===== config.mk =====
export PLATFORM = sky130hd
export DESIGN_NAME = instr_ctrl_fsm
export DESIGN_NICKNAME = d
export VERILOG_FILES = /design/src/rtl/instr_ctrl_fsm.sv
export SDC_FILE = /design/constraint.sdc
export NUM_CORES = 1
export LEC_CHECK = 0
export ABC_AREA = 1
export CAP_MARGIN = 15
export CORE_UTILIZATION = 30
export DETAILED_ROUTE_END_ITERATION = 7
export MAX_ROUTING_LAYER = met4
export PLACE_DENSITY = 0.85
export SLEW_MARGIN = 30
export SYNTH_ARGS = -nofsm -noshare
export SYNTH_HDL_FRONTEND = slang
export SYNTH_SLANG_ARGS = --single-unit

===== constraint.sdc =====
create_clock -name clk -period 1.9 [get_ports clk]
set_input_delay 0.38 -clock clk [delete_from_list [all_inputs] [get_ports clk]]
set_output_delay 0.38 -clock clk [all_outputs]
set_load 0.05 [all_outputs]

===== src/rtl/instr_ctrl_fsm.sv =====
`default_nettype none
// ============================================================================
// Module      : instr_ctrl_fsm
// Description : Moore control unit for the ProjectB datapath. Runs a
//               fetch / decode / execute loop. It drives the PC clear and
//               increment, the instruction-register load, and the
//               data-memory, register-file and ALU controls that are
//               decoded from the latched 16-bit instruction.
//
// Ports       : clk        - system clock, rising edge
//               rst_n      - synchronous active-low reset
//               ir         - instruction held in the instruction register
//               pc_clr     - clear program counter (INIT)
//               pc_up      - increment program counter (FETCH)
//               ir_ld      - instruction-register load enable (FETCH)
//               d_addr     - data-memory address
//               d_wr       - data-memory write enable
//               rf_s       - RF write-data select (1 = memory, 0 = ALU)
//               rf_w_addr  - RF write address
//               rf_w_en    - RF write enable
//               rf_ra_addr - RF read port A address
//               rf_rb_addr - RF read port B address
//               alu_s0     - ALU op (000 pass A, 001 add, 010 sub)
//               halted     - high while in HALT
//
// Options     : ILLEGAL_TRAP_EN - when defined, opcodes 0110..1111 trap
//               to HALT. When undefined they execute as NOOP.
//
// Revision    : 1.0 - initial release
// ============================================================================
module instr_ctrl_fsm #(
    parameter int DADDR_W = 8,
    parameter int RADDR_W = 4
) (
    input  logic               clk,
    input  logic               rst_n,
    input  logic [15:0]        ir,
    output logic               pc_clr,
    output logic               pc_up,
    output logic               ir_ld,
    output logic [DADDR_W-1:0] d_addr,
    output logic               d_wr,
    output logic               rf_s,
    output logic [RADDR_W-1:0] rf_w_addr,
    output logic               rf_w_en,
    output logic [RADDR_W-1:0] rf_ra_addr,
    output logic [RADDR_W-1:0] rf_rb_addr,
    output logic [2:0]         alu_s0,
    output logic               halted
);

    // ------------------------------------------------------------------
    // State encoding
    // ------------------------------------------------------------------
    localparam logic [3:0] c_ST_INIT   = 4'd0;
    localparam logic [3:0] c_ST_FETCH  = 4'd1;
    localparam logic [3:0] c_ST_DECODE = 4'd2;
    localparam logic [3:0] c_ST_LOAD_A = 4'd3;
    localparam logic [3:0] c_ST_LOAD_B = 4'd4;
    localparam logic [3:0] c_ST_STORE  = 4'd5;
    localparam logic [3:0] c_ST_ADD    = 4'd6;
    localparam logic [3:0] c_ST_SUB    = 4'd7;
    localparam logic [3:0] c_ST_HALT   = 4'd8;

    // Opcodes (ir[15:12])
    localparam logic [3:0] c_OP_NOOP  = 4'b0000;
    localparam logic [3:0] c_OP_STORE = 4'b0001;
    localparam logic [3:0] c_OP_LOAD  = 4'b0010;
    localparam logic [3:0] c_OP_ADD   = 4'b0011;
    localparam logic [3:0] c_OP_SUB   = 4'b0100;
    localparam logic [3:0] c_OP_HALT  = 4'b0101;

    // ALU operation codes
    localparam logic [2:0] c_ALU_PASS = 3'b000;
    localparam logic [2:0] c_ALU_ADD  = 3'b001;
    localparam logic [2:0] c_ALU_SUB  = 3'b010;

    logic [3:0] r_state;
    logic [3:0] w_next_state;
    logic [3:0] w_opcode;

    assign w_opcode = ir[15:12];

    // ------------------------------------------------------------------
    // State register
    // ------------------------------------------------------------------
    always_ff @(posedge clk) begin
        if (!rst_n) begin
            r_state <= c_ST_INIT;
        end else begin
            r_state <= w_next_state;
        end
    end

    // ------------------------------------------------------------------
    // Next-state logic
    // ------------------------------------------------------------------
    always_comb begin
        w_next_state = c_ST_INIT;
        case (r_state)
            c_ST_INIT:   w_next_state = c_ST_FETCH;
            c_ST_FETCH:  w_next_state = c_ST_DECODE;
            c_ST_DECODE: begin
                case (w_opcode)
                    c_OP_NOOP:  w_next_state = c_ST_FETCH;
                    c_OP_STORE: w_next_state = c_ST_STORE;
                    c_OP_LOAD:  w_next_state = c_ST_LOAD_A;
                    c_OP_ADD:   w_next_state = c_ST_ADD;
                    c_OP_SUB:   w_next_state = c_ST_SUB;
                    c_OP_HALT:  w_next_state = c_ST_HALT;
`ifdef ILLEGAL_TRAP_EN
                    default:    w_next_state = c_ST_HALT;
`else
                    default:    w_next_state = c_ST_FETCH;
`endif
                endcase
            end
            // The synchronous RAM needs one cycle to present its read data,
            // so the RF write happens in the second load state.
            c_ST_LOAD_A: w_next_state = c_ST_LOAD_B;
            c_ST_LOAD_B: w_next_state = c_ST_FETCH;
            c_ST_STORE:  w_next_state = c_ST_FETCH;
            c_ST_ADD:    w_next_state = c_ST_FETCH;
            c_ST_SUB:    w_next_state = c_ST_FETCH;
            c_ST_HALT:   w_next_state = c_ST_HALT;
            // An unused encoding recovers through INIT.
            default:     w_next_state = c_ST_INIT;
        endcase
    end

    // ------------------------------------------------------------------
    // Output decode (Moore: current state plus the latched instruction)
    // ------------------------------------------------------------------
    always_comb begin
        pc_clr     = 1'b0;
        pc_up      = 1'b0;
        ir_ld      = 1'b0;
        d_addr     = '0;
        d_wr       = 1'b0;
        rf_s       = 1'b0;
        rf_w_addr  = '0;
        rf_w_en    = 1'b0;
        rf_ra_addr = '0;
        rf_rb_addr = '0;
        alu_s0     = c_ALU_PASS;
        halted     = 1'b0;
        case (r_state)
            c_ST_INIT: begin
                pc_clr = 1'b1;
            end
            // IR captures and PC advances together on the FETCH->DECODE edge.
            c_ST_FETCH: begin
                ir_ld = 1'b1;
                pc_up = 1'b1;
            end
            c_ST_LOAD_A: begin
                d_addr = DADDR_W'(ir[11:4]);
                rf_s   = 1'b1;
            end
            c_ST_LOAD_B: begin
                d_addr    = DADDR_W'(ir[11:4]);
                rf_s      = 1'b1;
                rf_w_addr = RADDR_W'(ir[3:0]);
                rf_w_en   = 1'b1;
            end
            // Store data goes through the ALU in pass-A mode.
            c_ST_STORE: begin
                d_addr     = DADDR_W'(ir[7:0]);
                rf_ra_addr = RADDR_W'(ir[11:8]);
                alu_s0     = c_ALU_PASS;
                d_wr       = 1'b1;
            end
            c_ST_ADD: begin
                rf_ra_addr = RADDR_W'(ir[11:8]);
                rf_rb_addr = RADDR_W'(ir[7:4]);
                rf_w_addr  = RADDR_W'(ir[3:0]);
                alu_s0     = c_ALU_ADD;
                rf_w_en    = 1'b1;
            end
            c_ST_SUB: begin
                rf_ra_addr = RADDR_W'(ir[11:8]);
                rf_rb_addr = RADDR_W'(ir[7:4]);
                rf_w_addr  = RADDR_W'(ir[3:0]);
                alu_s0     = c_ALU_SUB;
                rf_w_en    = 1'b1;
            end
            c_ST_HALT: begin
                halted = 1'b1;
            end
            default: begin
                // DECODE and unused encodings: all outputs stay 0
            end
        endcase
    end

endmodule
`default_nettype wire


==> results of run 1 <==
[power by group through the flow]
stage | Combinational (µW) | Sequential [µW] | Clock [µW]
final | 420 | 101 | 113
after CTS | 410 | 99.5 | 118
after detailed placement | 400 | 101 | 0
after floorplan | 215 | 103 | 0
after global routing | 438 | 103 | 122
after global placement | 391 | 100 | 0
[worst paths after layout]
check / to / slack (ns) / cells after the start
setup / recovery: rf_w_addr[0] / 0.009 / 5
hold / removal: r_state[3]$_SDFF_PN0_ / 0.69 / 3
setup reg to reg: r_state[1]$_SDFF_PN0_ / 0.71 / 5
hold reg to reg: r_state[3]$_SDFF_PN0_ / 0.69 / 3
[layer usage]
layer / routed length (µm) / GRT usage [%] / vias to the layer above
met5: 0 / - / -
met4: 163 / 27.27 / 0
met3: 202 / 5.532 / 13
met2: 1305 / 47.16 / 61
met1: 884 / 24.23 / 371
li1: - / - / 393
[worst max-delay path, cell delays in order, from the launching register on]
cell and delay, ns:
dfxtp_1 0.47, nor2_2 0.13, nor2_4 0.16, inv_1 0.15, nor2_2 0.18, buf_12 0.16
[Yosys cell counts (2+ instances only)]
master   count
nor2_1      29
inv_1       26
nand2_1     13
o22ai_1      8
dfxtp_1      4
nand3_1      3
a21oi_1      2
buf_4        2
inv_2        2
nor2_2       2
o21ai_0      2
[layout make-up]
cell class	count	area [µm²]
clock buffers	3	22.52
repair buffers	48	765.7
inverters	28	105.1
multi-input cells	65	405.4
well taps	16	20.02
fillers	69	141.4
flip-flops and latches	4	81.33
[cell families after synthesis]
group | count (synthesis)
other | 1
and+or+nand+nor | 51
AOI/OAI and AO/OA | 13
DFF | 4
buffers and inverters | 30
[metrics by stage]
stage / std cells / util, % / TNS (ns) / setup slack (ns)
3_3_place_gp: 160 / 86.04 / 0 / 0.2064
4_1_cts: 164 / 88.96 / -0.02262 / -0.01860
6_report: 164 / 90.83 / 0 / 0.009117
3_5_place_dp: 160 / 86.04 / 0 / 0.1655
2_1_floorplan: 99 / - / -0.5327 / -0.1228
5_1_grt: 164 / 90.83 / -0.1004 / -0.03415
[repair_timing]
action	CTS	global route
setup endpoints to repair	10	22
gates resized for setup	1	12
buffers inserted	1	0
pin swaps	0	0
==> metrics.md, run 1 <==
| Metric | Value |
|---|---|
| Status | `complete, no violations` |
| Fin crit share | `99.52%` |
| Core Box Area | `1541 µm²` |
| Mapped Area | `508.0 µm²` |
| Via/cell ratio | `5.110` |
| Top cells by area, synth | `nor2_1 21%, inv_1 19%, dfxtp_1 16%` |
| Vias in the first global route | `810` |
| Compound-gate portion of the synthesized area | `17.00%` |
| Switch Pwr | `289.7 µW` |
| # diodes | `0` |
| Adder-Cell Fraction of Synth Area | `0%` |
| Leakage | `0.0006745 µW` |
| Critical Path RT | `1.52 ns` |
| Hold WC Path Type | `reg -> reg` |
| Syn Nets | `117` |
| Max reg flops | `4` |
| Max frequency | `528.9 MHz` |
| # clock sinks | `4` |
| Post-synthesis xor/xnor area fraction | `0%` |
| Clk slew on worst S/H paths | `0.04 ns` |
| Worst setup path class | `reg -> out` |
| Internal power | `344.0 µW` |
| First-pass GRT wire length | `3.636 mm` |
| Drt pass-1 iters | `4` |
| Clock Skews | `0.009156 ns` |
| YS warnings | `0` |
| Die width | `43.15 µm` |
| Comb pwr share | `66.3%` |
| Area growth, synth to finish | `175.6%` |
| Yosys reg bits | `4` |
| Register area share after synthesis | `15.76%` |
| Die area | `1862 µm²` |
| Total GRT Usage | `27.60%` |
| Post-DRT Antenna Nets | `0` |
| Most frequent cells in the layout | `29 x buf_12, 24 x inv_1, 18 x nor2_1` |
| Clock Path Buffers | `2` |
| Multiplexer area fraction after synthesis | `0%` |
| Total grt overflow | `0` |
| DRC Markers | `0` |
| Rows | `14` |
| Syn_area_per_cell | `5.131 µm²` |
| Drt wl/cell | `15.57 µm` |
| Dpl hpwl | `2.046 mm` |
| Yosys cell types | `17` |
| Synth Flop Type | `dfxtp_1` |
| Cts bufs inserted | `3` |
| Clock share of power | `17.8%` |
| Number of max-cap violations | `0` |
| Hold Buf Count CTS | `0` |
| Crit Path Max Fanout | `5` |
| GPL Wtd Cong | `0.7773` |
| Slew Limit Fails | `0` |
| Via count | `838` |
| Setup crit start | `r_state[1]$_SDFF_PN0_` |
| Setup Viol. Count Final | `0` |
| Startpoint Class | `flop` |
| Flop pwr share | `16.0%` |
| Instance count of the mapped netlist | `99` |
| Starting Density | `32.95%` |
| Ports | `48` |
| Final Critical Period | `1.891 ns` |
| Post-Layout Inst Area | `1400 µm²` |
| Commonest non-fill, non-tap cell in the layout | `buf_12` |
| Total power | `633.7 µW` |
| Input/output buffers | `46` |
| Die Y | `43.15 µm` |
| Crit path DAT | `1.51 ns` |
| Clock latency on the worst-skew pair | `0.25 ns` |
| Hold wc startpoint | `r_state[2]$_SDFF_PN0_` |
| Yosys top cell by area | `nor2_1` |
| PD cells | `452.6 nW/µm²` |
| Setup crit end kind | `primary output` |
| Reg2reg start | `r_state[2]$_SDFF_PN0_` |
| Total Wirelength | `2.554 mm` |
| Largest regs | `r_state: 4 flops` |
| Fin. Hold Viols | `0` |
| Fraction of final layout cells sized beyond drive strength 1 | `45.27%` |
| Share of the synthesized area in the top cell type | `21.43%` |
| Simple-gate share of the synthesized area | `42.86%` |
| WHS | `0.6939 ns` |
| Initial antenna violation count | `0` |
| Largest family of logic cells by synthesized area | `simple AND/OR/NAND/NOR gates` |
| Clk root buf | `clkbuf_4` |
| VDD IR max | `472.0 µV` |
| Pin count of the biggest net entering global routing | `10` |
| CTS tree | `done` |
| Initial drt markers | `20` |
| Most flops, register | `r_state` |
| EDFF count, synth | `0` |
| Sw Share | `45.72%` |
| Post-DP Area | `1326 µm²` |
| H-tree depth | `1` |
| Async SR Flop Fraction | `0%` |
| Nets | `168` |
(Power assumes the default switching activity.)
==> inputs of run 2 (changes only) <==
- RECOVER_POWER: default -> 100
==> results of run 2 <==
Same layout as run 1: the final DEF is identical, and so are final timing and power.
==> inputs of run 3 (changes only) <==
- CORE_MARGIN: default -> 2
==> run 3 against run 2 <==
Sequential share of layout area about the same; count of clock-buffer cells in the layout stayed put; setup slack gained 0.051 ns; wire length decreased by 5.8%; largest power group unchanged.
==> metrics.md, run 3 (synthesized netlist as in run 1, its figures left out) <==
| Metric | Value |
|---|---|
| Ports | `48 (unchanged)` |
| Flop pwr share | `16.3% (+0.3 points)` |
| Most frequent cells in the layout | `29 x buf_12, 25 x inv_1, 20 x nor2_1` |
| Vias in the first global route | `833 (+2.8%)` |
| Hold WC Path Type | `reg -> reg` |
| First-pass GRT wire length | `3.884 mm (+6.8%)` |
| Nets | `169 (+0.60%)` |
| Cts bufs inserted | `3 (unchanged)` |
| Leakage | `0.0006819 µW (+1.1%)` |
| Fin. Hold Viols | `0 (unchanged)` |
| Most flops, register | `r_state` |
| H-tree depth | `1 (unchanged)` |
| Switch Pwr | `279.7 µW (-3.5%)` |
| Number of max-cap violations | `0 (unchanged)` |
| GPL Wtd Cong | `0.7797 (+0.31%)` |
| Internal power | `344.9 µW (+0.28%)` |
| Input/output buffers | `46 (unchanged)` |
| Final worst slack | `0.06031 ns (+0.05119 ns)` |
| Startpoint Class | `flop` |
| Total Wirelength | `2.405 mm (-5.8%)` |
| Commonest non-fill, non-tap cell in the layout | `buf_12` |
| Sw Share | `44.78% (-0.94 points)` |
| Post-Layout Inst Area | `1395 µm² (-0.36%)` |
| Post-DRT Antenna Nets | `0 (unchanged)` |
| Dpl hpwl | `2.010 mm (-1.7%)` |
| Comb pwr share | `66.9% (+0.6 points)` |
| Setup crit end kind | `primary output` |
| Fin crit share | `96.83% (-2.7 points)` |
| # clock sinks | `4 (unchanged)` |
| Slew Limit Fails | `0 (unchanged)` |
| Drt pass-1 iters | `4 (unchanged)` |
| Drt wl/cell | `14.58 µm (-6.4%)` |
| Rows | `14 (unchanged)` |
| Via count | `815 (-2.7%)` |
| VDD IR max | `513.6 µV (+8.8%)` |
| Max frequency | `543.6 MHz (+2.8%)` |
| Clock Path Buffers | `2 (unchanged)` |
| Clk slew on worst S/H paths | `0.04 ns (about the same)` |
| CTS tree | `done` |
| Crit path DAT | `1.46 ns (-0.05 ns)` |
| Area growth, synth to finish | `174.6%` |
| Clk root buf | `clkbuf_4` |
| Total GRT Usage | `26.58% (-1.0 points)` |
| Worst setup path class | `reg -> out` |
| Via/cell ratio | `4.939 (-3.3%)` |
| Fraction of final layout cells sized beyond drive strength 1 | `42.95% (-2.3 points)` |
| Post-DP Area | `1326 µm² (unchanged)` |
| Starting Density | `32.95% (unchanged)` |
| Max reg flops | `4 (unchanged)` |
| Minimum setup slack among reg-to-reg paths | `0.68 ns (-0.03 ns)` |
| PD cells | `447.7 nW/µm² (-1.1%)` |
| FILL cells | `72 (+4.3%)` |
| Crit Path Max Fanout | `7 (+2)` |
| RSZ-0062 raised after global routing | `yes` |
| Die width | `45.15 µm (+4.6%)` |
| Status | `complete, no violations` |
| DRC Markers | `0 (unchanged)` |
| Die area | `2039 µm² (+9.5%)` |
| Clock Skews | `0.00007643 ns (-0.009080 ns)` |
| Clock share of power | `16.8% (-1.0 points)` |
| Critical Path RT | `1.52 ns (about the same)` |
| Total grt overflow | `0 (unchanged)` |
| # diodes | `0 (unchanged)` |
| Hold Buf Count CTS | `0 (unchanged)` |
| Clock latency on the worst-skew pair | `0.23 ns (-0.02 ns)` |
| Setup Viol. Count Final | `0 (unchanged)` |
| Initial antenna violation count | `0 (unchanged)` |
| Final Critical Period | `1.840 ns (-0.05119 ns)` |
| Die Y | `45.15 µm (+4.6%)` |
| Pre-CTS setup slack | `0.1598 ns (-0.005707 ns)` |
| Pin count of the biggest net entering global routing | `10 (unchanged)` |
| Initial drt markers | `7 (-65%)` |
| Largest regs | `r_state: 4 flops` |
| Core Box Area | `1541 µm² (unchanged)` |
run 3: cell count changes in the layout (fill, tap and decap cells not counted), sizes merged:
cell,delta
buf,+1
clkdlybuf4s50,-1
dlygate4sd3,+1
run 3: final timing paths:
kind	to	start	cells past startpoint
setup / recovery	d_addr[6]	r_state[2]$_SDFF_PN0_	7
hold / removal	r_state[2]$_SDFF_PN0_	r_state[1]$_SDFF_PN0_	4
setup reg to reg	r_state[1]$_SDFF_PN0_	r_state[2]$_SDFF_PN0_	5
hold reg to reg	r_state[2]$_SDFF_PN0_	r_state[1]$_SDFF_PN0_	4
run 3: final cells by class:
type | instances | area (µm²) | share of cell area, %
clock buffer | 3 | 22.52 | 1.614
inverter | 28 | 105.1 | 7.534
sequential | 4 | 81.33 | 5.830
tap | 16 | 20.02 | 1.435
timing repair buffer | 49 | 773.2 | 55.43
multi-input combinational | 65 | 392.9 | 28.16
run 3: timing repair:
action	4_1_cts	5_1_grt
pin swaps	0	1
setup buffers	2	0
resized for setup	0	8
endpoints found under the hold margin	0	0
endpoints found under the setup margin	8	14
run 3: per-layer routing:
| metal | global-route usage [%] | routed length, µm | vias to the layer above | part of all wire (%) |
|---|---|---|---|---|
| met5 | - | 0 | - | 0 |
| met4 | 3.529 | 36 | 0 | 1.5 |
| met3 | 2.800 | 215 | 4 | 8.9 |
| met2 | 51.14 | 1268 | 55 | 53 |
| met1 | 29.64 | 885 | 362 | 37 |
| li1 | - | - | 394 | - |
run 3: metrics by stage:
| step | setup TNS, ns | cells | hold WS, ns | util (%) | total power, µW |
|---|---|---|---|---|---|
| 6_report | 0 | 165 | 0.6786 | 90.50 | 624.6 |
| 3_5_place_dp | 0 | 160 | 0.6434 | 86.04 | 502.3 |
| 2_1_floorplan | -0.5327 | 99 | 0.4776 | - | 318.4 |
| 4_1_cts | 0 | 165 | 0.6540 | 89.29 | 615.6 |
| 5_1_grt | -0.02530 | 165 | 0.6966 | 90.50 | 652.0 |
| 3_3_place_gp | 0 | 160 | 0.6308 | 86.04 | 490.7 |
run 3: power by group through the flow:
stage / combinational (µW) / clock, µW / sequential [µW]
3_3_place_gp: 391 / 0 / 100
4_1_cts: 413 / 102 / 100
5_1_grt: 440 / 109 / 103
6_report: 418 / 105 / 102
2_1_floorplan: 215 / 0 / 103
3_5_place_dp: 401 / 0 / 102
run 3: critical path, stage by stage, from the launching register on:
cell     delay (ns)
dfxtp_1        0.34
nor2_2         0.18
nand2_1        0.08
inv_1          0.10
a21oi_4        0.07
buf_12         0.14
o22ai_2        0.14
buf_12         0.16
